File: src/rtl/uart_tx_port_pkg.sv
// Shared constants for the UART transmit port: register offsets, STATUS/CTRL
// bit positions, TX FSM state encodings and a STATUS byte builder.
package uart_tx_port_pkg;

  // Register offsets from the port base address
  localparam logic [1:0] UART_DATA   = 2'd0;
  localparam logic [1:0] UART_STATUS = 2'd1;
  localparam logic [1:0] UART_CTRL   = 2'd2;
  localparam logic [1:0] UART_RSVD   = 2'd3;

  // STATUS bit positions
  localparam int STAT_FULL  = 0;
  localparam int STAT_EMPTY = 1;
  localparam int STAT_BUSY  = 2;
  localparam int STAT_OVF   = 3;

  // CTRL bit positions
  localparam int CTRL_EN      = 0;
  localparam int CTRL_CLR_OVF = 3;

  // TX FSM state encodings
  localparam logic [1:0] ST_IDLE  = 2'd0;
  localparam logic [1:0] ST_START = 2'd1;
  localparam logic [1:0] ST_DATA  = 2'd2;
  localparam logic [1:0] ST_STOP  = 2'd3;

  function automatic logic [7:0] status_byte(input logic full, input logic empty,
                                             input logic busy, input logic ovf);
    logic [7:0] s;
    s              = 8'h00;
    s[STAT_FULL]   = full;
    s[STAT_EMPTY]  = empty;
    s[STAT_BUSY]   = busy;
    s[STAT_OVF]    = ovf;
    return s;
  endfunction

endpackage

File: src/rtl/uart_tx_port_if.sv
// CPU byte-bus connection seen by memory-mapped peripherals: single-cycle
// write strobe, 16-bit address, 8-bit write data, registered read return.
interface uart_tx_port_if;
  import uart_tx_port_pkg::*;

  logic [15:0] bus_addr;
  logic [7:0]  bus_wdata;
  logic        bus_we;
  logic [7:0]  bus_rdata;
  logic        bus_hit;

  modport master (
    output bus_addr, bus_wdata, bus_we,
    input  bus_rdata, bus_hit
  );

  modport slave (
    input  bus_addr, bus_wdata, bus_we,
    output bus_rdata, bus_hit
  );

endinterface

File: src/rtl/uart_tx_port_sync_fifo.sv
// Single-clock FIFO with show-ahead read data. A push while full is accepted
// only when a pop frees the slot in the same cycle; pops while empty are ignored.
module sync_fifo
  import uart_tx_port_pkg::*;
#(
  parameter int WIDTH = 8,
  parameter int DEPTH = 8
) (
  input  logic                   clk,
  input  logic                   rst_n,
  input  logic                   push_i,
  input  logic [WIDTH-1:0]       wdata_i,
  input  logic                   pop_i,
  output logic [WIDTH-1:0]       rdata_o,
  output logic                   full_o,
  output logic                   empty_o,
  output logic [$clog2(DEPTH):0] count_o
);

  localparam int PTR_W = $clog2(DEPTH);
  localparam int CNT_W = PTR_W + 1;

  logic [WIDTH-1:0] mem_q [DEPTH];
  logic [PTR_W-1:0] wr_ptr_q, wr_ptr_d;
  logic [PTR_W-1:0] rd_ptr_q, rd_ptr_d;
  logic [CNT_W-1:0] count_q, count_d;
  logic             wr_ok;
  logic             pop_ok;

  assign full_o  = (count_q == CNT_W'(DEPTH));
  assign empty_o = (count_q == '0);
  assign count_o = count_q;
  assign rdata_o = mem_q[rd_ptr_q];

  assign pop_ok = pop_i && !empty_o;
  assign wr_ok  = push_i && (!full_o || pop_ok);

  // Next pointers and occupancy from the accepted push/pop pair
  always_comb begin
    wr_ptr_d = wr_ptr_q;
    rd_ptr_d = rd_ptr_q;
    count_d  = count_q;
    if (wr_ok)  wr_ptr_d = wr_ptr_q + 1'b1;
    if (pop_ok) rd_ptr_d = rd_ptr_q + 1'b1;
    unique case ({wr_ok, pop_ok})
      2'b10:   count_d = count_q + 1'b1;
      2'b01:   count_d = count_q - 1'b1;
      default: count_d = count_q;
    endcase
  end

  // Pointer and count state; reset empties the FIFO
  always_ff @(posedge clk or negedge rst_n) begin
    if (!rst_n) begin
      wr_ptr_q <= '0;
      rd_ptr_q <= '0;
      count_q  <= '0;
    end else begin
      wr_ptr_q <= wr_ptr_d;
      rd_ptr_q <= rd_ptr_d;
      count_q  <= count_d;
    end
  end

  // Storage array; contents are don't-care until written
  always_ff @(posedge clk) begin
    if (wr_ok) mem_q[wr_ptr_q] <= wdata_i;
  end

endmodule

File: src/rtl/uart_tx_port.sv
// Memory-mapped 8N1 UART transmitter. CPU stores to DATA fill a FIFO; the TX
// FSM drains it LSB first on a registered tx line. STATUS/CTRL are readable
// with one cycle of latency, alongside a registered address-hit flag.
module uart_tx_port
  import uart_tx_port_pkg::*;
#(
  parameter logic [15:0] BASE_ADDR    = 16'hFF00,
  parameter int          CLKS_PER_BIT = 868,
  parameter int          FIFO_DEPTH   = 8
) (
  input  logic          clk,
  input  logic          rst_n,
  uart_tx_port_if.slave bus,
  output logic          tx,
  output logic          fifo_empty
);

  localparam int                 BAUD_W      = $clog2(CLKS_PER_BIT);
  localparam int                 CNT_W       = $clog2(FIFO_DEPTH) + 1;
  localparam logic [BAUD_W-1:0]  BAUD_RELOAD = BAUD_W'(CLKS_PER_BIT - 1);

  // Address decode: wrap-safe offset from the base
  logic [15:0] offset;
  logic        in_range;
  logic [1:0]  reg_sel;
  logic        push;
  logic        ctrl_wr;

  assign offset   = bus.bus_addr - BASE_ADDR;
  assign in_range = (offset < 16'd4);
  assign reg_sel  = offset[1:0];
  assign push     = bus.bus_we && in_range && (reg_sel == UART_DATA);
  assign ctrl_wr  = bus.bus_we && in_range && (reg_sel == UART_CTRL);

  // FIFO
  logic             pop;
  logic [7:0]       fifo_rdata;
  logic             fifo_full;
  logic             fifo_empty_w;
  logic [CNT_W-1:0] fifo_cnt;

  sync_fifo #(
    .WIDTH (8),
    .DEPTH (FIFO_DEPTH)
  ) u_fifo (
    .clk     (clk),
    .rst_n   (rst_n),
    .push_i  (push),
    .wdata_i (bus.bus_wdata),
    .pop_i   (pop),
    .rdata_o (fifo_rdata),
    .full_o  (fifo_full),
    .empty_o (fifo_empty_w),
    .count_o (fifo_cnt)
  );

  assign fifo_empty = fifo_empty_w;

  // Control/status registers
  logic enable_q;
  logic ovf_q;
  logic ovf_set;

  // A push is dropped only when the FIFO is full and nothing leaves this cycle
  assign ovf_set = push && (fifo_cnt == CNT_W'(FIFO_DEPTH)) && !pop;

  // Enable bit and sticky overflow flag
  always_ff @(posedge clk or negedge rst_n) begin
    if (!rst_n) begin
      enable_q <= 1'b0;
      ovf_q    <= 1'b0;
    end else begin
      if (ctrl_wr) enable_q <= bus.bus_wdata[CTRL_EN];
      if (ovf_set)
        ovf_q <= 1'b1;
      else if (ctrl_wr && bus.bus_wdata[CTRL_CLR_OVF])
        ovf_q <= 1'b0;
    end
  end

  // TX FSM registers
  logic [1:0]        state_q, state_d;
  logic [BAUD_W-1:0] baud_q, baud_d;
  logic [2:0]        bit_q, bit_d;
  logic [7:0]        shift_q, shift_d;
  logic              tx_q, tx_d;
  logic              busy;

  assign busy = (state_q != ST_IDLE);
  assign tx   = tx_q;

  // Read path: sample address this cycle, present data and hit next cycle
  logic [7:0] rdata_q, rdata_d;
  logic       hit_q;

  // Read data mux over the register map
  always_comb begin
    rdata_d = 8'h00;
    if (in_range) begin
      unique case (reg_sel)
        UART_STATUS: rdata_d = status_byte(fifo_full, fifo_empty_w, busy, ovf_q);
        UART_CTRL:   rdata_d = {7'b0, enable_q};
        default:     rdata_d = 8'h00;
      endcase
    end
  end

  // Registered read return
  always_ff @(posedge clk or negedge rst_n) begin
    if (!rst_n) begin
      rdata_q <= 8'h00;
      hit_q   <= 1'b0;
    end else begin
      rdata_q <= rdata_d;
      hit_q   <= in_range;
    end
  end

  assign bus.bus_rdata = rdata_q;
  assign bus.bus_hit   = hit_q;

  // Next-state logic; tx_d is the line level for the state being entered
  always_comb begin
    state_d = state_q;
    baud_d  = baud_q;
    bit_d   = bit_q;
    shift_d = shift_q;
    tx_d    = tx_q;
    pop     = 1'b0;
    unique case (state_q)
      ST_IDLE: begin
        tx_d = 1'b1;
        if (enable_q && !fifo_empty_w) begin
          pop     = 1'b1;
          shift_d = fifo_rdata;
          baud_d  = BAUD_RELOAD;
          state_d = ST_START;
          tx_d    = 1'b0;
        end
      end
      ST_START: begin
        if (baud_q == '0) begin
          baud_d  = BAUD_RELOAD;
          bit_d   = 3'd0;
          state_d = ST_DATA;
          tx_d    = shift_q[0];
        end else begin
          baud_d = baud_q - 1'b1;
        end
      end
      ST_DATA: begin
        if (baud_q == '0) begin
          baud_d  = BAUD_RELOAD;
          shift_d = {1'b0, shift_q[7:1]};
          if (bit_q == 3'd7) begin
            state_d = ST_STOP;
            tx_d    = 1'b1;
          end else begin
            bit_d = bit_q + 3'd1;
            tx_d  = shift_q[1];
          end
        end else begin
          baud_d = baud_q - 1'b1;
        end
      end
      ST_STOP: begin
        if (baud_q == '0) begin
          state_d = ST_IDLE;
          tx_d    = 1'b1;
        end else begin
          baud_d = baud_q - 1'b1;
        end
      end
      default: begin
        state_d = ST_IDLE;
        tx_d    = 1'b1;
      end
    endcase
  end

  // FSM control state and the tx flop; reset forces the line idle at once
  always_ff @(posedge clk or negedge rst_n) begin
    if (!rst_n) begin
      state_q <= ST_IDLE;
      baud_q  <= '0;
      bit_q   <= 3'd0;
      tx_q    <= 1'b1;
    end else begin
      state_q <= state_d;
      baud_q  <= baud_d;
      bit_q   <= bit_d;
      tx_q    <= tx_d;
    end
  end

  // Shift register holds frame data only
  always_ff @(posedge clk) begin
    shift_q <= shift_d;
  end

endmodule
File: src/flat_wrapper.sv
// flat-port wrapper written by rule: the top's interface ports become plain ports
module uart_tx_port_flat import uart_tx_port_pkg::*;
#(
  parameter logic [15:0] BASE_ADDR    = 16'hFF00,
  parameter int          CLKS_PER_BIT = 868,
  parameter int          FIFO_DEPTH   = 8
)
  (clk, rst_n, tx, fifo_empty, bus_bus_addr, bus_bus_wdata, bus_bus_we, bus_bus_rdata, bus_bus_hit);
  uart_tx_port_if bus_i ();
  input  logic clk;
  input  logic rst_n;
  output logic tx;
  output logic fifo_empty;
  input wire logic [$bits(bus_i.bus_addr)-1:0] bus_bus_addr;
  input wire logic [$bits(bus_i.bus_wdata)-1:0] bus_bus_wdata;
  input wire logic [$bits(bus_i.bus_we)-1:0] bus_bus_we;
  output wire logic [$bits(bus_i.bus_rdata)-1:0] bus_bus_rdata;
  output wire logic [$bits(bus_i.bus_hit)-1:0] bus_bus_hit;
  assign bus_i.bus_addr = bus_bus_addr;
  assign bus_i.bus_wdata = bus_bus_wdata;
  assign bus_i.bus_we = bus_bus_we;
  assign bus_bus_rdata = bus_i.bus_rdata;
  assign bus_bus_hit = bus_i.bus_hit;
  uart_tx_port #(.BASE_ADDR(BASE_ADDR), .CLKS_PER_BIT(CLKS_PER_BIT), .FIFO_DEPTH(FIFO_DEPTH)) u_core (.clk(clk), .rst_n(rst_n), .bus(bus_i), .tx(tx), .fifo_empty(fifo_empty));
endmodule
File: config.mk
export PLATFORM = sky130hd
export DESIGN_NAME = uart_tx_port_flat
export DESIGN_NICKNAME = d
export VERILOG_FILES = /design/src/rtl/uart_tx_port_pkg.sv /design/src/rtl/uart_tx_port_if.sv /design/src/rtl/uart_tx_port_sync_fifo.sv /design/src/rtl/uart_tx_port.sv /design/src/flat_wrapper.sv
export SDC_FILE = /design/constraint.sdc
export NUM_CORES = 1
export LEC_CHECK = 0
export CAP_MARGIN = 20
export CELL_PAD_IN_SITES_DETAIL_PLACEMENT = 0
export CELL_PAD_IN_SITES_GLOBAL_PLACEMENT = 1
export CORE_MARGIN = 10
export CORE_UTILIZATION = 30
export CTS_BUF_LIST = sky130_fd_sc_hd__clkbuf_4 sky130_fd_sc_hd__clkbuf_8 sky130_fd_sc_hd__clkbuf_16
export CTS_CLUSTER_DIAMETER = 100
export DETAILED_ROUTE_END_ITERATION = 10
export MAX_ROUTING_LAYER = met4
export PLACE_DENSITY = 0.58
export SLEW_MARGIN = 20
export SYNTH_ARGS = -nofsm -noshare
export SYNTH_HDL_FRONTEND = slang
export SYNTH_SLANG_ARGS = --single-unit
File: constraint.sdc
create_clock -name clk -period 7.9 [get_ports clk]
set_clock_uncertainty 0.1 [all_clocks]
set_input_delay 2.37 -clock clk [delete_from_list [all_inputs] [get_ports clk]]
set_output_delay 2.37 -clock clk [all_outputs]
set_load 0.02 [all_outputs]
; Word-level counts from Yosys, hierarchy flattened
; Memories as Yosys holds them, arrays and structs flattened.
; Index checks and enable logic that the tools add are counted.
[totals]
elab_cells = 97
ff_bits = 45
input_bits = 27
out_inout_bits = 11
memories = 1
mem_bits_rw = 64
[mem_list]
columns = name, words, word_bits, read_ports, rd_ports_with_merged_regs, wr, line_no
row1 = u_core.u_fifo.mem_q, 8, 8, 1, 0, 1, uart_tx_port_sync_fifo.sv:23  ; logic [WIDTH-1:0] mem_q [DEPTH];
[classes]
order_cmp = 1
addsub = 7
n_eq_ne = 16
n_reduce_logical = 28
n_mux = 32
[op_table]
columns = cell, n
row1 = $mux 10, 3
row2 = $pmux 10 s3, 1
row3 = $mux 8, 3
row4 = $lt 16x3->1 const B, 1
row5 = $pmux 4 s2, 2
row6 = $pmux 8 s2, 1
row7 = $sub 16x16->16 const B, 1
row8 = $mux 1, 11
row9 = $logic_not 10->1, 1
row10 = $mux 2, 5
row11 = $ne 2x1->1 const B, 5
row12 = $reduce_bool 2->1, 5
row13 = $sub 10x1->10 const B, 1
row14 = $add 3x1->3 const B, 3
row15 = $logic_and 1x1->1, 9
row16 = $mux 3, 3
row17 = $eq 2x2->1 const B, 4
row18 = $pmux 2 s4, 1
row19 = $eq 2x1->1 const B, 3
row20 = $pmux 3 s2, 1
row21 = $reduce_and 3->1, 2
row22 = $reduce_and 5->1, 1
row23 = $add 4x1->4 const B, 1
row24 = $eq 4x4->1 const B, 1
row25 = 11 further kinds, 15

; Depth between registers and ports, before layout
; Gate-level depths: netlist of run 1.
[logic_depth]
word_depth = 10
mapped_depth = 11
mapped_depth_nobuf = 10

; Hierarchy
; From an unflattened synthesis of run 1, not the netlist that was laid out.
[hier_totals]
cells_unflattened = 332
hier_area_um2 = 5018.6
[modules_own_cells]
columns = module, area_per_inst_um2, seq_area_each_um2, n_inst, cells_each
row1 = sync_fifo, 3150.5, 2172.1, 1, 162
row2 = uart_tx_port, 1868.0, 817.0, 1, 170

; Least setup slack after synthesis of run 1
; OpenSTA, ideal clock, no wires.
[synth_timing]
path_type = input -> register
start = in bus_bus_addr[7]
end = mem u_core.u_fifo.mem_q[1][0] (enable)
setup_time_ns = 0.398
arrival_time_ns = 4.648
setup_slack_ns = 2.754
n_path_buf = 0
t_required_ns = 7.402
cell_stages = 4
cell_sequence = or4b_1 > nor4_4 > nand2_1 > nor4b_1
[synth_via]
elab_chain_cells = 7
[synth_lines]
columns = element, line_no
row1 = "start, declared", flat_wrapper.sv:14  ; input wire logic [$bits(bus_i.bus_addr)-1:0] bus_bus_addr;
row2 = $sub 16x16->16, uart_tx_port.sv:29  ; assign offset = bus.bus_addr - BASE_ADDR;
row3 = $lt 16x3->1, uart_tx_port.sv:30  ; assign in_range = (offset < 16'd4);
row4 = $logic_and 1x1->1 (2 in series), uart_tx_port.sv:32  ; assign push = bus.bus_we && in_range && (reg_sel == UART_DATA);
row5 = $logic_and 1x1->1, uart_tx_port_sync_fifo.sv:36  ; assign wr_ok = push_i && (!full_o || pop_ok);
row6 = $mux 1, uart_tx_port_sync_fifo.sv:67  ; if (wr_ok) mem_q[wr_ptr_q] <= wdata_i;
row7 = $mux 1 (implied by the code), uart_tx_port_sync_fifo.sv:67
row8 = "end, declared", uart_tx_port_sync_fifo.sv:23
; Every way passes these cells.

; Worst setup path after layout of run 1
[layout_timing]
start = in bus_bus_addr[7]
end = mem u_core.u_fifo.mem_q[2][2] (enable)
; Same word-level chain as after synthesis.

==> reports/metrics.cfg, run 1 <==
[status]
status=completed

[detailed_routing]
met2WireLength_um=4460
drt_iter0_markers=217
drt_wl_total_um=9730
first_pass_iters=4
top_layer_used=met4
vias_per_cell=4.81
wire_per_inst_um=16.5
wl_met1_um=4780
wl_met3_um=264
vias=2831
drc_errors=0
drtAntennaViolNets=0

[setup_path]
required_ns=7.79
worstSetupEndpointType=register
startpoint_type=input port
cpPeakStageDelay_ns=0.90
crit_type=in -> reg
critPathMaxFanout=9
crit_arrival_ns=5.12
path_cells=clkdlybuf4s50_1, or4b_1, nor4_4, nand2_1, nor4b_2
crit_slowest_cell=nor4b_2

[cts]
cts_resized=0
clk_pin_slew_worst_paths_ns=0.08
hold_buffers=0
clk_path_buf_depth=2
clockRootBuffer=clkbuf_16
clk-insertion-delay-late_ns=0.36
cts_sinks=105
postCtsSetupBuffers=0
cts_max_level=3
cts_tree=yes
cts_made_buffers=9

[synthesis]
ys_seq_area_share_pct=62.5
synth.most_common_cell=edfxtp_1
synth_top_area_cell=edfxtp_1
synth_flop_cell=edfxtp_1
synth_seq_cells=105
synth-edff-count=72
syn_area_um2=4780
synth_top_area_share_pct=45.2
async_flop_share_pct=31.4
avgSynthCellArea_um2=14.4
synth_commonest_cells=edfxtp_1 (72), dfrtp_1 (32), nand2_1 (20)
yosysWarningCount=0
synth_cells=333
synth_cell_types=55
synthTopCellsByArea=edfxtp_1 (45%), dfrtp_1 (17%), mux4_2 (7.5%), ha_1 (3.7%), mux2i_1 (2.7%)

[global_route]
grtUsageTotal_pct=9.71
grt_max_degree=34
grt_pass1_wl_um=16100
antenna_found_initial=0
grt_pass1_vias=2957
overflow=0

[place]
io_buffer_count=33
placed_area_um2=5360
hpwl_um=6760
place_congestion=0.751

[sta]
finalCriticalPeriod_ns=5.24
finalSetupTns_ns=0
slew_viol_final=0
finalSetupViolations=0
rsz0062_at_grt=false
worst_pin_slew_ns=0.963
finalHoldViolCount=0
fin_crit_sh_pct=66.3
max_freq_mhz=191
slew_headroom_pct=35.6

[die]
die_area_um2=21400
die_x_um=146
rows=46
die_y_um=146
core_um2=15800
io_pins=38
start_util_pct=30.3

[power_and_ir_drop]
intPower_w=0.00106
power.net_switching_w=0.000485
seq_power_share_pct=44.7
p_comb_share_pct=24.2
p_leak_nw=2.04
clock_power_share_pct=31.1
power_density_nw_per_um2=272
swShare_pct=31.3
ir_drop_uv=111
total_power_w=0.00155

[cells_and_area]
diodes=0
drive_gt1_share_pct=14.2
nets=410
stdcell_area_um2=5690
fill_cells=1549
areaGrowthSynthToFinish_pct=18.9

[job]
drv_cap=0

[worst_hold_path]
hold_class=reg -> reg

-- path summary, 6_finish.rpt --
kind	from	endpoint	slack (ns)	depth (start not counted)
min in group asynchronous	rst_n	u_core.bus.bus_hit	2.32	2
max reg2reg	u_core.state_q[0]	u_core.u_fifo.mem_q[2][2]	4.64	6
min reg2reg	u_core.ovf_q	u_core.ovf_q	0.40	1
max in group asynchronous	rst_n	u_core.tx	5.03	2
max	bus_bus_addr[7]	u_core.u_fifo.mem_q[2][2]	2.66	5
min	u_core.ovf_q	u_core.ovf_q	0.40	1
-- kinds of logic (layout without fill, tap and decap cells) --
family,Yosys count,after routing,share of synthesized area [%]
buffers and inverters,31,68,2.77
adder cells (fa/ha/maj),15,15,4.08
other,1,4,0.0784
multiplexers,32,32,11.0
flip-flops,105,105,62.5
AND/OR/NAND/NOR,88,88,10.7
AO/OA/AOI/OAI,55,55,7.85
XOR/XNOR,6,6,1.10
-- final cells by class --
class	instances	area, um2	area share [%]
sequential	105	2990	52.6
multi-input combinational	200	1690	29.7
inverter	14	52.6	0.924
clock buffer	9	225	3.96
timing repair buffer	38	365	6.42
clock inverter	7	97.6	1.72
tap	216	270	4.75
-- cells in the final DEF, fill, tap and decap left out, types with 2 or more instances in the layout --
cell / instances
and4_1: 2
nor3_1: 9
buf_4: 4
a31oi_1: 4
a21o_1: 5
xnor2_1: 6
mux4_2: 16
nand3_1: 5
inv_8: 3
clkdlybuf4s50_1: 33
a22o_1: 3
o22a_1: 3
edfxtp_1: 72
a211oi_1: 3
nand4_1: 6
inv_6: 2
and3_1: 3
nand2_1: 20
o21ai_0: 16
a21oi_1: 9
and2_1: 2
nor2_1: 13
inv_1: 14
or4_1: 6
clkbuf_16: 9
nor3b_2: 2
mux2_2: 3
nand2b_1: 2
ha_1: 14
nor4_1: 6
mux2i_1: 13
o32a_1: 2
conb_1: 4
dfrtp_1: 31
-- flip-flops by register name (all words and copies together) (netlist names) --
register and cells:
u_core.ovf_q 1, u_core.state_q 2, u_core.bus.bus_rdata 4, u_core.u_fifo.count_o 4
u_core.u_fifo.mem_q 64, u_core.u_fifo.rd_ptr_q 3, u_core.enable_q 1, u_core.shift_q 8
u_core.u_fifo.wr_ptr_q 3, u_core.bit_q 3, u_core.bus.bus_hit 1, u_core.baud_q 10
u_core.tx 1
-- critical path: cells and delay by family --
family                 cells  cell delay [ns]
and+or+nand+nor            4             2.36
buffers and inverters      1             0.39
-- per-layer routing --
metal	vias to the layer above	global-route usage (%)
li1	1353	-
met1	1408	12.6
met2	51	14.3
met3	19	1.89
met4	0	4.75
met5	-	-
-- through the flow --
step / hold WS [ns] / setup slack, ns / instances / util (%)
after floorplan: 0.349 / 2.75 / 336 / -
after global routing: 0.424 / 2.45 / 589 / 36.1
final: 0.402 / 2.66 / 589 / 36.1
after global placement: 0.382 / 2.26 / 572 / 33.9
after detailed placement: 0.383 / 2.13 / 573 / 34.0
after CTS: 0.404 / 2.53 / 589 / 36.0
-- power groups by stage --
stage | Clock (W) | Combinational (W) | Sequential (W)
floorplan | 0 | 0.000275 | 0.000696
global placement | 0 | 0.000370 | 0.000704
detailed placement | 0 | 0.000374 | 0.000705
CTS | 0.000497 | 0.000376 | 0.000694
global route | 0.000517 | 0.000426 | 0.000702
finish | 0.000482 | 0.000375 | 0.000693
Power figures use the tool's default switching activity.
==> inputs of run 2 (changes only) <==
- clock period: 7.9 -> 4.9 ns (I/O delays scaled with it)
==> run 2 against run 1 <==
Critical path depth grew 5. Design area is 0.11% higher. Clock power grew 41%. Via count rose by 1.1%. Total power up 55%. Non-clock buffer count grew 8. Final cell count rose by 1.4%. Register-to-register slack worse by 2.9 ns. Sequential power grew 62%. Global-route usage shrank 0.47 points. Setup slack got worse by 1.7 ns. Critical endpoint is now u_core.u_fifo.count_o[3]. Highest routed layer unchanged.
==> reports/metrics.cfg, run 2 (synthesis gave the netlist of run 1 again) <==
[status]
status=completed

[detailed_routing]
wire_per_inst_um=15.7
first_pass_iters=4
vias=2861
drtAntennaViolNets=0
drt_wl_total_um=9350
drt_iter0_markers=140
drc_errors=0
vias_per_cell=4.79

[sta]
finalCriticalPeriod_ns=3.99
slew_headroom_pct=46.3
slew_viol_final=0
rsz0062_at_grt=false
finalSetupTns_ns=0
whs_ns=0.399
max_freq_mhz=251
finalHoldViolCount=0
finalSetupViolations=0
worst_pin_slew_ns=0.805
fin_crit_sh_pct=81.4

[place]
io_buffer_count=33
place_congestion=0.749
hpwl_um=6520
placed_area_um2=5410

[die]
die_x_um=146
io_pins=38
start_util_pct=30.3
die_area_um2=21400
die_y_um=146
rows=46
core_um2=15800

[global_route]
antenna_found_initial=0
grt_max_degree=34
overflow=0
grt_pass1_vias=2896
grtUsageTotal_pct=9.23
grt_pass1_wl_um=15500

[setup_path]
startpoint_type=input port
crit_type=in -> reg
path_cells=clkdlybuf4s50_1, or4b_1, nor4_4, buf_4, nor2_1, ha_1, a21o_1, a21o_1, or4_1, nand4_1
crit_slowest_cell=or4b_1
worstSetupEndpointType=register
crit_top_cell=a21o_1
cpPeakStageDelay_ns=0.60
required_ns=5.07
critPathMaxFanout=9
crit_arrival_ns=4.16

[power_and_ir_drop]
p_leak_nw=2.06
power_density_nw_per_um2=421
ir_drop_uv=190

[cells_and_area]
areaGrowthSynthToFinish_pct=19.1
regMostFlops=u_core.u_fifo.mem_q
stdcell_area_um2=5700
largest_register_ffs=64
drive_gt1_share_pct=14.7
layout_commonest_cell=edfxtp_1
largestRegisters=u_core.u_fifo.mem_q (64), u_core.baud_q (10), u_core.shift_q (8)
fill_cells=1529
final_util_pct=36.1
diodes=0
final_cell_mix=edfxtp_1 (72), clkdlybuf4s50_1 (33), dfrtp_1 (32)
nets=418

[cts]
cts_tree=yes
cts_max_level=3
clockRootBuffer=clkbuf_16
clk_path_buf_depth=2
cts_sinks=105
clk-insertion-delay-late_ns=0.34
postCtsSetupBuffers=0
cts_resized=0
cts_made_buffers=9
clk_pin_slew_worst_paths_ns=0.07
hold_buffers=0

[job]
drv_cap=0

[worst_hold_path]
hold_class=reg -> reg

==> run 2: cell count changes in the layout (fill, tap and decap cells not counted), moves of 2 or more <==
cell | before | now
nor3b_1 | 1 | 3
clkinv_4 | 0 | 3
inv_8 | 3 | 1
buf_4 | 4 | 13
nor3b_2 | 2 | 0
==> run 2: final cells by class <==
cell class | count | area [um2] | share of cell area, %
multi-input cells | 200 | 1670 | 29.4
clock buffers | 10 | 233 | 4.09
well taps | 216 | 270 | 4.75
clock inverters | 6 | 50.0 | 0.879
flip-flops and latches | 105 | 2990 | 52.5
inverters | 14 | 52.6 | 0.923
repair buffers | 46 | 428 | 7.51
==> run 2: metal layers <==
metal  up-vias  track usage (%)  wire length, um
li1       1369                -                -
met1      1419             12.0             4440
met2        60             14.1             4450
met3        13             1.76              310
met4         0             3.45              151
met5         -                -                0
==> run 2: power by group <==
group,internal [W],total (W),leakage [nW],switching [W]
Clock,0.000357,0.000679,0.140,0.000322
Sequential,0.00105,0.00112,1.08,0.0000663
Combinational,0.000251,0.000603,0.842,0.000352
==> run 2: final timing paths <==
path                                    from                  endpoint  slack (ns)  cells after the start
min reg2reg                     u_core.ovf_q              u_core.ovf_q        0.40                      1
min in group asynchronous              rst_n        u_core.bus.bus_hit        1.43                      2
max in group asynchronous              rst_n                 u_core.tx        2.92                      2
max reg2reg                u_core.state_q[0]  u_core.u_fifo.count_o[3]        1.73                     10
min                             u_core.ovf_q              u_core.ovf_q        0.40                      1
max                          bus_bus_addr[7]  u_core.u_fifo.count_o[3]        0.91                     10
==> run 2: metrics by stage <==
stage                     setup slack [ns]  std cells  power (W)
after floorplan                      0.654        336    0.00157
after global placement               0.619        581    0.00173
after detailed placement             0.549        581    0.00174
after CTS                            0.910        597    0.00242
after global routing                 0.775        597    0.00255
final                                0.911        597    0.00240
==> run 2: critical path, delay by kind of cell <==
| family | cells | cell delay [ns] |
|---|---|---|
| AO/OA/AOI/OAI | 2 | 0.37 |
| adder cells (fa/ha/maj) | 1 | 0.28 |
| buffers and inverters | 2 | 0.58 |
| AND/OR/NAND/NOR | 5 | 1.47 |
